$ cat src/rtl/adder_pkg.sv
// Shared types and helpers for the carry-segmented pipelined adder.
package adder_pkg;

    typedef enum logic {
        ADD = 1'b0,
        SUB = 1'b1
    } adder_op_e;

    function automatic int seg_width(input int width, input int stages);
        return width / stages;
    endfunction

endpackage

$ cat src/rtl/adder_seg_stage.sv
// One pipeline stage: resolves segment IDX of the word and registers its carry,
// the operand words for later stages and the partially built result.
module adder_seg_stage #(
    parameter int WIDTH = 32,
    parameter int SEG   = 8,
    parameter int IDX   = 0
) (
    input  logic             clk,
    input  logic             rst_n,
    input  logic             advance,
    input  logic             i_valid,
    input  logic [WIDTH-1:0] i_a,
    input  logic [WIDTH-1:0] i_be,
    input  logic [WIDTH-1:0] i_res,
    input  logic             i_c,
    output logic             o_valid,
    output logic [WIDTH-1:0] o_a,
    output logic [WIDTH-1:0] o_be,
    output logic [WIDTH-1:0] o_res,
    output logic             o_c
);

    logic [SEG:0]       w_seg_sum;
    logic [WIDTH-1:0]   w_res;

    logic               r_valid;
    logic               r_c;
    logic [WIDTH-1:0]   r_a;
    logic [WIDTH-1:0]   r_be;
    logic [WIDTH-1:0]   r_res;

    assign w_seg_sum = {1'b0, i_a[IDX*SEG +: SEG]}
                     + {1'b0, i_be[IDX*SEG +: SEG]}
                     + {{SEG{1'b0}}, i_c};

    // Lower segments arrive already resolved; only this stage's slice is replaced.
    always_comb begin
        w_res                   = i_res;
        w_res[IDX*SEG +: SEG]   = w_seg_sum[SEG-1:0];
    end

    always_ff @(posedge clk or negedge rst_n) begin
        if (!rst_n) begin
            r_valid <= 1'b0;
            r_c     <= 1'b0;
            r_a     <= '0;
            r_be    <= '0;
            r_res   <= '0;
        end else if (advance) begin
            r_valid <= i_valid;
            r_c     <= w_seg_sum[SEG];
            r_a     <= i_a;
            r_be    <= i_be;
            r_res   <= w_res;
        end
    end

    assign o_valid = r_valid;
    assign o_c     = r_c;
    assign o_a     = r_a;
    assign o_be    = r_be;
    assign o_res   = r_res;

endmodule

$ cat src/rtl/pipelined_adder_seg.sv
// Carry-segmented pipelined adder/subtractor with a global-stall valid/ready pipe.
// Operand conditioning, overflow flag and in_ready live here; stages do the math.
module pipelined_adder_seg
    import adder_pkg::*;
#(
    parameter int WIDTH  = 32,
    parameter int STAGES = 4
) (
    input  logic             clk,
    input  logic             rst_n,
    input  logic             in_valid,
    output logic             in_ready,
    input  logic [WIDTH-1:0] a,
    input  logic [WIDTH-1:0] b,
    input  logic             cin,
    input  logic             sub,
    output logic             out_valid,
    input  logic             out_ready,
    output logic [WIDTH-1:0] sum,
    output logic             cout,
    output logic             ovf
);

    localparam int SEG = seg_width(WIDTH, STAGES);
    localparam int MSB = WIDTH - 1;

    generate
        if (STAGES < 1 || STAGES > WIDTH || (WIDTH % STAGES) != 0) begin : g_bad_params
            $error("pipelined_adder_seg: WIDTH must be a non-zero multiple of STAGES");
        end
    endgenerate

    adder_op_e          w_op;
    logic               w_advance;
    logic [WIDTH-1:0]   w_be_in;
    logic               w_c0;

    logic               w_valid [0:STAGES];
    logic               w_c     [0:STAGES];
    logic [WIDTH-1:0]   w_a     [0:STAGES];
    logic [WIDTH-1:0]   w_be    [0:STAGES];
    logic [WIDTH-1:0]   w_res   [0:STAGES];
    logic               w_unused;

    assign w_op      = adder_op_e'(sub);
    assign w_be_in   = (w_op == SUB) ? ~b : b;
    assign w_c0      = (w_op == SUB) ? ~cin : cin;

    // Bubbles at the output never block, so the pipe only freezes on a real stall.
    assign w_advance = out_ready || !out_valid;
    assign in_ready  = w_advance;

    assign w_valid[0] = in_valid;
    assign w_c[0]     = w_c0;
    assign w_a[0]     = a;
    assign w_be[0]    = w_be_in;
    assign w_res[0]   = '0;

    for (genvar k = 0; k < STAGES; k++) begin : g_stage
        adder_seg_stage #(
            .WIDTH (WIDTH),
            .SEG   (SEG),
            .IDX   (k)
        ) u_stage (
            .clk     (clk),
            .rst_n   (rst_n),
            .advance (w_advance),
            .i_valid (w_valid[k]),
            .i_a     (w_a[k]),
            .i_be    (w_be[k]),
            .i_res   (w_res[k]),
            .i_c     (w_c[k]),
            .o_valid (w_valid[k+1]),
            .o_a     (w_a[k+1]),
            .o_be    (w_be[k+1]),
            .o_res   (w_res[k+1]),
            .o_c     (w_c[k+1])
        );
    end

    assign out_valid = w_valid[STAGES];
    assign sum       = w_res[STAGES];
    assign cout      = w_c[STAGES];
    assign ovf       = (w_a[STAGES][MSB] == w_be[STAGES][MSB]) && (sum[MSB] != w_a[STAGES][MSB]);

    // Only the operand sign bits matter once the last segment is resolved.
    assign w_unused  = &{1'b0, w_a[STAGES][MSB:0], w_be[STAGES][MSB:0]};

endmodule

$ cat config.mk
export PLATFORM = sky130hd
export DESIGN_NAME = pipelined_adder_seg
export DESIGN_NICKNAME = d
export VERILOG_FILES = /design/src/rtl/adder_pkg.sv /design/src/rtl/adder_seg_stage.sv /design/src/rtl/pipelined_adder_seg.sv
export SDC_FILE = /design/constraint.sdc
export NUM_CORES = 1
export LEC_CHECK = 0
export ABC_AREA = 1
export CORE_AREA = 4 4 195 197
export DETAILED_ROUTE_END_ITERATION = 7
export DIE_AREA = 0 0 199 201
export PLACE_DENSITY_LB_ADDON = 0.15
export SKIP_CTS_REPAIR_TIMING = 1
export SYNTH_ARGS = -nofsm -noshare
export SYNTH_HDL_FRONTEND = slang
export SYNTH_HIERARCHICAL = 1
export SYNTH_SLANG_ARGS = --single-unit
$ cat constraint.sdc
create_clock -name clk -period 2.23 [get_ports clk]
set_input_delay 0.446 -clock clk [delete_from_list [all_inputs] [get_ports clk]]
set_output_delay 0.446 -clock clk [all_outputs]
set_load 0.01 [all_outputs]
After elaboration in Yosys (flattened, before gate mapping)
Index checks and enable logic that the tools add are counted.
{ "word_totals": {"reg_bits": 344, "input_bits": 70, "output_inout_bits": 36, "elab_cells": 37} }
{ "classes": {"add_sub_neg": 8, "n_eq_ne": 2, "muxes": 2, "n_bitwise": 2, "reduce_logical": 3} }
{ "op_table": {"columns": ["operator", "count"], "rows": [
  ["8-bit by 8-bit adder with 9-bit output", 4],
  ["9-bit by 1-bit adder with 9-bit output", 4],
  ["32-bit 2-to-1 mux", 1],
  ["32-bit inverter", 1],
  ["1-bit == test", 1],
  ["1-bit logical AND", 1],
  ["1-bit logical NOT", 1],
  ["1-bit logical OR", 1],
  ["1-bit 2-to-1 mux", 1],
  ["1-bit != test", 1],
  ["1-bit inverter", 1]
]} }

Depth between registers and ports, before layout
Gate-level depths: netlist of run 1.
{ "logic_depth": {"depth_word": 4, "ltp_mapped": 12, "depth_no_buf": 10} }

Modules after synthesis
The synthesis of run 1 kept the hierarchy.
{ "by_module_without_submodules": {"columns": ["mod", "n_inst", "cells_per_inst", "area_each_um2", "seq_area_each_um2"], "rows": [
  ["adder_seg_stage at g_stage[0].u_stage ...", 2, 470, 4048.9, 2452.4],
  ["adder_seg_stage at g_stage[2].u_stage", 1, 470, 4047.6, 2452.4],
  ["adder_seg_stage at g_stage[3].u_stage", 1, 471, 4045.1, 2452.4],
  ["pipelined_adder_seg", 1, 50, 409.1, 0.0]
]} }

Worst setup path after synthesis of run 1
Ideal clock, no wire load.
{ "synth_path": {"path_type": "input to register", "from": "input port sub", "to": "register g_stage[0].u_stage.r_res[6]", "setup_time_ns": 0.117, "t_arrival_ns": 2.131, "required_ns": 2.113, "setup_slack_ns": -0.018, "path_stages": 11, "path_buffers": 2, "cell_sequence": "buf_6 buf_12 xor2_1 fa_1 fa_1 nand2_1 nand2_1 nand3b_1 nand3_1 nand3_1 nand2_1"} }
{ "synth_rtl": {"columns": ["element", "line_no", "text"], "rows": [
  ["from (decl)", "pipelined_adder_seg.sv:16", "input logic sub,"],
  ["to (signal assigned)", "adder_seg_stage.sv:54", "r_res <= w_res;"],
  ["to (decl)", "adder_seg_stage.sv:30", "logic [WIDTH-1:0] r_res;"]
]} }

Worst setup path after layout of run 1
{ "layout_path": {"from": "register g_stage[3].u_stage.r_a[31]", "to": "output port ovf"} }
{ "layout_between": {"elab_chain_cells": 2, "word_cells_on_any_way": 3, "cone_classes": "2 x eq/ne; 1 x reduce/logical"} }
{ "layout_rtl": {"columns": ["element", "line_no", "text"], "rows": [
  ["from (decl)", "adder_seg_stage.sv:28", "logic [WIDTH-1:0] r_a;"],
  ["from (signal assigned)", "adder_seg_stage.sv:52", "r_a <= i_a;"],
  ["1-bit == test or 1-bit != test (tied branches)", "pipelined_adder_seg.sv:84", "assign ovf = (w_a[STAGES][MSB] == w_be[STAGES][MSB]) && (sum[MSB] != w_a[STAGES][MSB]);"],
  ["1-bit logical AND *", "pipelined_adder_seg.sv:84", null],
  ["to (decl)", "pipelined_adder_seg.sv:21", "output logic ovf"]
]} }
Every way passes the cells marked *; elsewhere a longest branch is shown, timed or not.

==> impl_metrics.env, run 1 <==
export IMPL_status="completed"
export IMPL_crit_fanout=5
export IMPL_cp_top_family="buffers and inverters"
export IMPL_finalHoldViolations=0
export IMPL_grt_remaining_overflow=0
export IMPL_hold_path_class="reg2reg"
export IMPL_cts_sinks=186
export IMPL_clk_path_buf_depth=2
export IMPL_setup_viol=0
export IMPL_critPathLaunchType="flip-flop"
export IMPL_finalNetCount=1265
export IMPL_diodes=0
export IMPL_fmaxAchievable_mhz=483
export IMPL_rsz0062_at_grt="no"
export IMPL_boundaryPins=106
export IMPL_grt_max_degree=71
export IMPL_dieArea_um2=40000
export IMPL_syn_inst=1076
export IMPL_dieWidth_um=199
export IMPL_initial_utilization_pct=24.6
export IMPL_numCtsBuffers=17
export IMPL_num_fill_cells=3983
export IMPL_drtIter0Drc=318
export IMPL_fin_crit_sh_pct=92.9
export IMPL_power_mw=14.6
export IMPL_p_leak_nw=5.66
export IMPL_drv_cap=0
export IMPL_area_delta_synth_final_pct=23.1
export IMPL_final_antenna_net_count=0
export IMPL_placementRows=70
export IMPL_syn_nets=1182
export IMPL_path_buf_inv=1
export IMPL_multi_input_area_um2=3670
export IMPL_max_stage_delay_ns=0.53
export IMPL_dpl_hpwl_mm=14.6
export IMPL_drive_above_1_share_pct=5.72
export IMPL_wl_per_cell_um=12.9
export IMPL_drt_vias_per_instance=4.01
export IMPL_p_per_area_nw_per_um2=1330
export IMPL_grt_pass1_vias=6753
export IMPL_hold_slack_ns=0.469
export IMPL_tightestPinTransition_ns=0.522
export IMPL_gp_congestion=0.736
export IMPL_cts_clk_slew_worst_paths_ns=0.08
export IMPL_syn_cell_area_um2=8930
export IMPL_route_vias_total=6576
export IMPL_die_y_um=201
export IMPL_htree_levels=4
export IMPL_slew_violations=0
export IMPL_root_buffer="clkbuf_16"
export IMPL_worst_slew_margin_rel_pct=65.2
export IMPL_peakVddDrop_v=0.000508
export IMPL_cp_common_cell="nor2_1"
export IMPL_period_minus_slack_ns=2.07
export IMPL_crit_arrival_ns=1.63
export IMPL_clock_latency_ns=0.43
export IMPL_slowest_stage="clkdlybuf4s50_1"
export IMPL_cp_required_ns=1.78
export IMPL_drc=0
export IMPL_regArea_um2=4650
export IMPL_grtUsageTotal_pct=11.0
export IMPL_port_buffers=105
export IMPL_crit_chain="nor2_1 > nor2_1 > nor2_1 > clkdlybuf4s50_1"
export IMPL_antenna_found_initial=0
export IMPL_worstSetupPathType="reg2out"
export IMPL_core_area_um2=36300
export IMPL_grt_pass1_wl_mm=35.5
export IMPL_synth_avg_cell_area_um2=8.30
export IMPL_end_kind="output pin"
export IMPL_firstDrtPassIters=4
export IMPL_yosys_warnings=6
export IMPL_drt_wl_total_mm=21.2
export IMPL_cts_tree="done"
export IMPL_fin_skew_ns=0.0109
final timing paths:
| kind | start | endpoint | slack (ns) | cells after the start |
|---|---|---|---|---|
| max in group asynchronous | rst_n | g_stage[1].u_stage/o_res[11]$_DFFE_PN0P_ | 1.04 | 3 |
| hold reg to reg | g_stage[3].u_stage/o_res[4]$_DFFE_PN0P_ | g_stage[3].u_stage/o_res[4]$_DFFE_PN0P_ | 0.47 | 2 |
| setup reg to reg | g_stage[2].u_stage/o_a[24]$_DFFE_PN0P_ | g_stage[3].u_stage/o_res[30]$_DFFE_PN0P_ | 0.27 | 9 |
| min in group asynchronous | rst_n | g_stage[2].u_stage/o_be[27]$_DFFE_PN0P_ | 0.49 | 2 |
| setup / recovery | g_stage[3].u_stage/o_a[31]$_DFFE_PN0P_ | ovf | 0.16 | 4 |
| hold / removal | g_stage[3].u_stage/o_res[4]$_DFFE_PN0P_ | g_stage[3].u_stage/o_res[4]$_DFFE_PN0P_ | 0.47 | 2 |
power breakdown:
group          total [mW]  switching (mW)  internal, mW
Combinational        5.66            3.20          2.46
Sequential           5.76           0.901          4.86
Clock                3.20            1.47          1.73
layer usage:
layer | GRT usage (%) | up-vias | wire length [um] | share of wire, %
li1 | - | 3465 | - | -
met1 | 15.1 | 3039 | 10800 | 51
met2 | 18.1 | 61 | 9840 | 46
met3 | 2.00 | 11 | 410 | 1.9
met4 | 2.78 | 0 | 213 | 1.0
met5 | 0 | - | 0 | 0
stage by stage:
stage | cells | util (%) | area, um^2 | TNS, ns | setup WS, ns
6_report | 1640 | 30.3 | 11000 | 0 | 0.158
5_1_grt | 1640 | 30.3 | 11000 | 0 | 0.0126
3_3_place_gp | 1607 | 28.6 | 10400 | -0.541 | -0.221
4_1_cts | 1639 | 30.3 | 11000 | 0 | 0.112
3_5_place_dp | 1607 | 28.6 | 10400 | -0.588 | -0.219
2_1_floorplan | 1076 | - | 8930 | 0 | 0.0497
worst min-delay path: cells and delay by family (launching register included):
| kind | cells | cell delay (ns) |
|---|---|---|
| flip-flops | 1 | 0.34 |
| AND/OR/NAND/NOR | 2 | 0.09 |
cells in the final DEF, fill, tap and decap left out, types with 6 or more instances in the layout:
| cell type | n |
|---|---|
| nand2_1 | 605 |
| dfrtp_1 | 186 |
| clkdlybuf4s50_1 | 103 |
| inv_1 | 46 |
| nand3_1 | 35 |
| xor2_1 | 33 |
| ha_1 | 28 |
| nor2_1 | 22 |
| a21oi_1 | 20 |
| clkbuf_16 | 17 |
| o21ai_0 | 12 |
| buf_4 | 9 |
| nand3b_1 | 7 |
| fa_1 | 7 |
| buf_12 | 7 |
| inv_6 | 6 |
registers in the layout, summed over array words and instances (netlist names):
name and flops:
g_stage.u_stage/o_a 49, g_stage.u_stage/o_be 49, g_stage.u_stage/o_c 4, g_stage.u_stage/o_res 80, g_stage.u_stage/o_valid 4
final cells by class:
| cell class | instances | area share (%) |
|---|---|---|
| clock buffer | 18 | 4.00 |
| tap | 468 | 5.33 |
| inverter | 50 | 1.80 |
| multi-input combinational | 782 | 33.4 |
| sequential | 186 | 42.4 |
| timing repair buffer | 122 | 11.5 |
| clock inverter | 14 | 1.56 |
No activity file was read; power rests on OpenSTA's default activity.
==> run 2: changes to the inputs <==
--- a/config.mk
+++ b/config.mk
@@ -10,6 +10,7 @@
 export DETAILED_ROUTE_END_ITERATION = 7
 export DIE_AREA = 0 0 199 201
 export PLACE_DENSITY_LB_ADDON = 0.15
+export RECOVER_POWER = 100
 export SKIP_CTS_REPAIR_TIMING = 1
 export SYNTH_ARGS = -nofsm -noshare
 export SYNTH_HDL_FRONTEND = slang
==> run 2 against run 1 <==
  * Worst setup slack got worse by 0.038 ns
  * Via count is essentially flat
  * Register-to-register slack worse by 0.02 ns
  * Core utilization shrank 0.22 points
  * Sequential power barely moved
  * Critical path type is now in2out
==> impl_metrics.env, run 2 (same netlist as run 1, synthesis figures left out) <==
export IMPL_status="completed"
export IMPL_largest_reg_flops=80
export IMPL_htree_levels=4
export IMPL_hold_end="g_stage[3].u_stage/o_res[4]$_DFFE_PN0P_"
export IMPL_crit_arrival_ns=1.66
export IMPL_grt_pass1_wl_mm=35.5
export IMPL_crit_fanout=2
export IMPL_tightestPinTransition_ns=0.992
export IMPL_r2r_start="g_stage[2].u_stage/o_a[24]$_DFFE_PN0P_"
export IMPL_critPathLaunchType="input pin"
export IMPL_grt_pass1_vias=6753
export IMPL_drt_wl_total_mm=21.2
export IMPL_dp_cells=1607
export IMPL_setup_viol=0
export IMPL_setup_slack_ns=0.120
export IMPL_worstHoldStart="g_stage[3].u_stage/o_res[4]$_DFFE_PN0P_"
export IMPL_hold_path_class="reg2reg"
export IMPL_r2r_setup_slack_ns=0.25
export IMPL_finalHoldViolations=0
export IMPL_slew_violations=0
export IMPL_core_area_um2=36300
export IMPL_worstSetupPathType="in2out"
export IMPL_firstDrtPassIters=4
export IMPL_drive_above_1_share_pct=5.38
export IMPL_boundaryPins=106
export IMPL_end_kind="output pin"
export IMPL_cts_sinks=186
export IMPL_final_antenna_net_count=0
export IMPL_drv_cap=0
export IMPL_stdcell_count=1640
export IMPL_grtUsageTotal_pct=11.0
export IMPL_cts_tree="done"
export IMPL_peakVddDrop_v=0.000509
export IMPL_dieArea_um2=40000
export IMPL_wl_per_cell_um=12.9
export IMPL_fmaxAchievable_mhz=474
export IMPL_fin_crit_sh_pct=94.6
export IMPL_root_buffer="clkbuf_16"
export IMPL_numCtsBuffers=17
export IMPL_initial_utilization_pct=24.6
export IMPL_finalNetCount=1265
export IMPL_cp_required_ns=1.78
export IMPL_num_fill_cells=3997
export IMPL_drtIter0Drc=283
export IMPL_drc=0
export IMPL_dieWidth_um=199
export IMPL_die_y_um=201
export IMPL_worstHoldPathCells=2
export IMPL_route_vias_total=6579
export IMPL_most_common_layout_cells="nand2_1 (606), dfrtp_1 (186), clkdlybuf4s50_1 (68)"
export IMPL_power_mw=14.4
export IMPL_critPathLaunch="out_ready"
export IMPL_drt_vias_per_instance=4.01
export IMPL_grt_remaining_overflow=0
export IMPL_postLayoutCoreUtil_pct=30.1
export IMPL_clk_path_buf_depth=2
export IMPL_fin_skew_ns=0.0107
export IMPL_reg2reg_to="g_stage[3].u_stage/o_res[30]$_DFFE_PN0P_"
export IMPL_cts_clk_slew_worst_paths_ns=0.07
export IMPL_fin_setup_tns_ns=0
export IMPL_clock_latency_ns=0.43
export IMPL_diodes=0
export IMPL_p_leak_nw=5.66
export IMPL_gp_congestion=0.736
export IMPL_post_place_ws_ns=-0.219
export IMPL_dpl_hpwl_mm=14.6
export IMPL_final_common_cell="nand2_1"
export IMPL_grt_max_degree=71
export IMPL_placementRows=70
export IMPL_rsz0062_at_grt="no"
export IMPL_p_per_area_nw_per_um2=1320
export IMPL_port_buffers=105
export IMPL_r2r_cells=9
export IMPL_area_delta_synth_final_pct=22.2
export IMPL_worst_slew_margin_rel_pct=33.8
export IMPL_period_minus_slack_ns=2.11
export IMPL_antenna_found_initial=0
run 2: cell types whose count changed in the layout (fill, tap and decap cells not counted), moves of 3 or more:
| cell | change |
|---|---|
| clkdlybuf4s50_1 | -35 |
| inv_4 | -4 |
| clkbuf_4 | +3 |
| buf_4 | -5 |
| dlygate4sd3_1 | +35 |
| buf_12 | -3 |
| clkbuf_2 | +5 |
run 2: final cells by class:
class	count	area (um^2)	share of cell area, %
Clock inverter	14	171	1.57
Sequential cell	186	4650	42.7
Multi-Input combinational cell	782	3660	33.6
Timing Repair Buffer	122	1210	11.1
Clock buffer	18	439	4.03
Tap cell	468	586	5.37
Inverter	50	188	1.72
run 2: worst max path at each step:
stage	end	cells past startpoint	slack (ns)
finish	in_ready	4	0.12
global route	ovf	5	0.01
CTS	ovf	4	0.11
detailed placement	g_stage[0].u_stage/o_res[6]$_DFFE_PN0P_	11	-0.22
global placement	g_stage[0].u_stage/o_res[6]$_DFFE_PN0P_	11	-0.22
floorplan	g_stage[0].u_stage/o_res[6]$_DFFE_PN0P_	11	0.05
run 2: critical path, cell delays in order:
cell and delay (ns):
clkdlybuf4s50_1 0.45, inv_1 0.04, nand2_1 0.11, dlygate4sd3_1 0.62
run 2: where the power goes:
group	total [mW]	leakage [nW]	internal (mW)	switching, mW
combinational	5.48	3.14	2.31	3.18
sequential	5.73	2.22	4.85	0.880
clock	3.20	0.299	1.73	1.47
run 2: through the flow:
stage          hold WS (ns)  instance area [um^2]
2_1_floorplan         0.150                  8930
3_3_place_gp          0.387                 10400
3_5_place_dp          0.386                 10400
4_1_cts             -0.0947                 11000
5_1_grt               0.484                 10900
6_report              0.464                 10900
run 2: routing by layer:
layer	share of wire (%)	global-route usage, %	wire (um)
met5	0	0	0
met4	1.0	2.78	216
met3	2.1	2.00	453
met2	46	18.1	9850
met1	50	15.1	10700
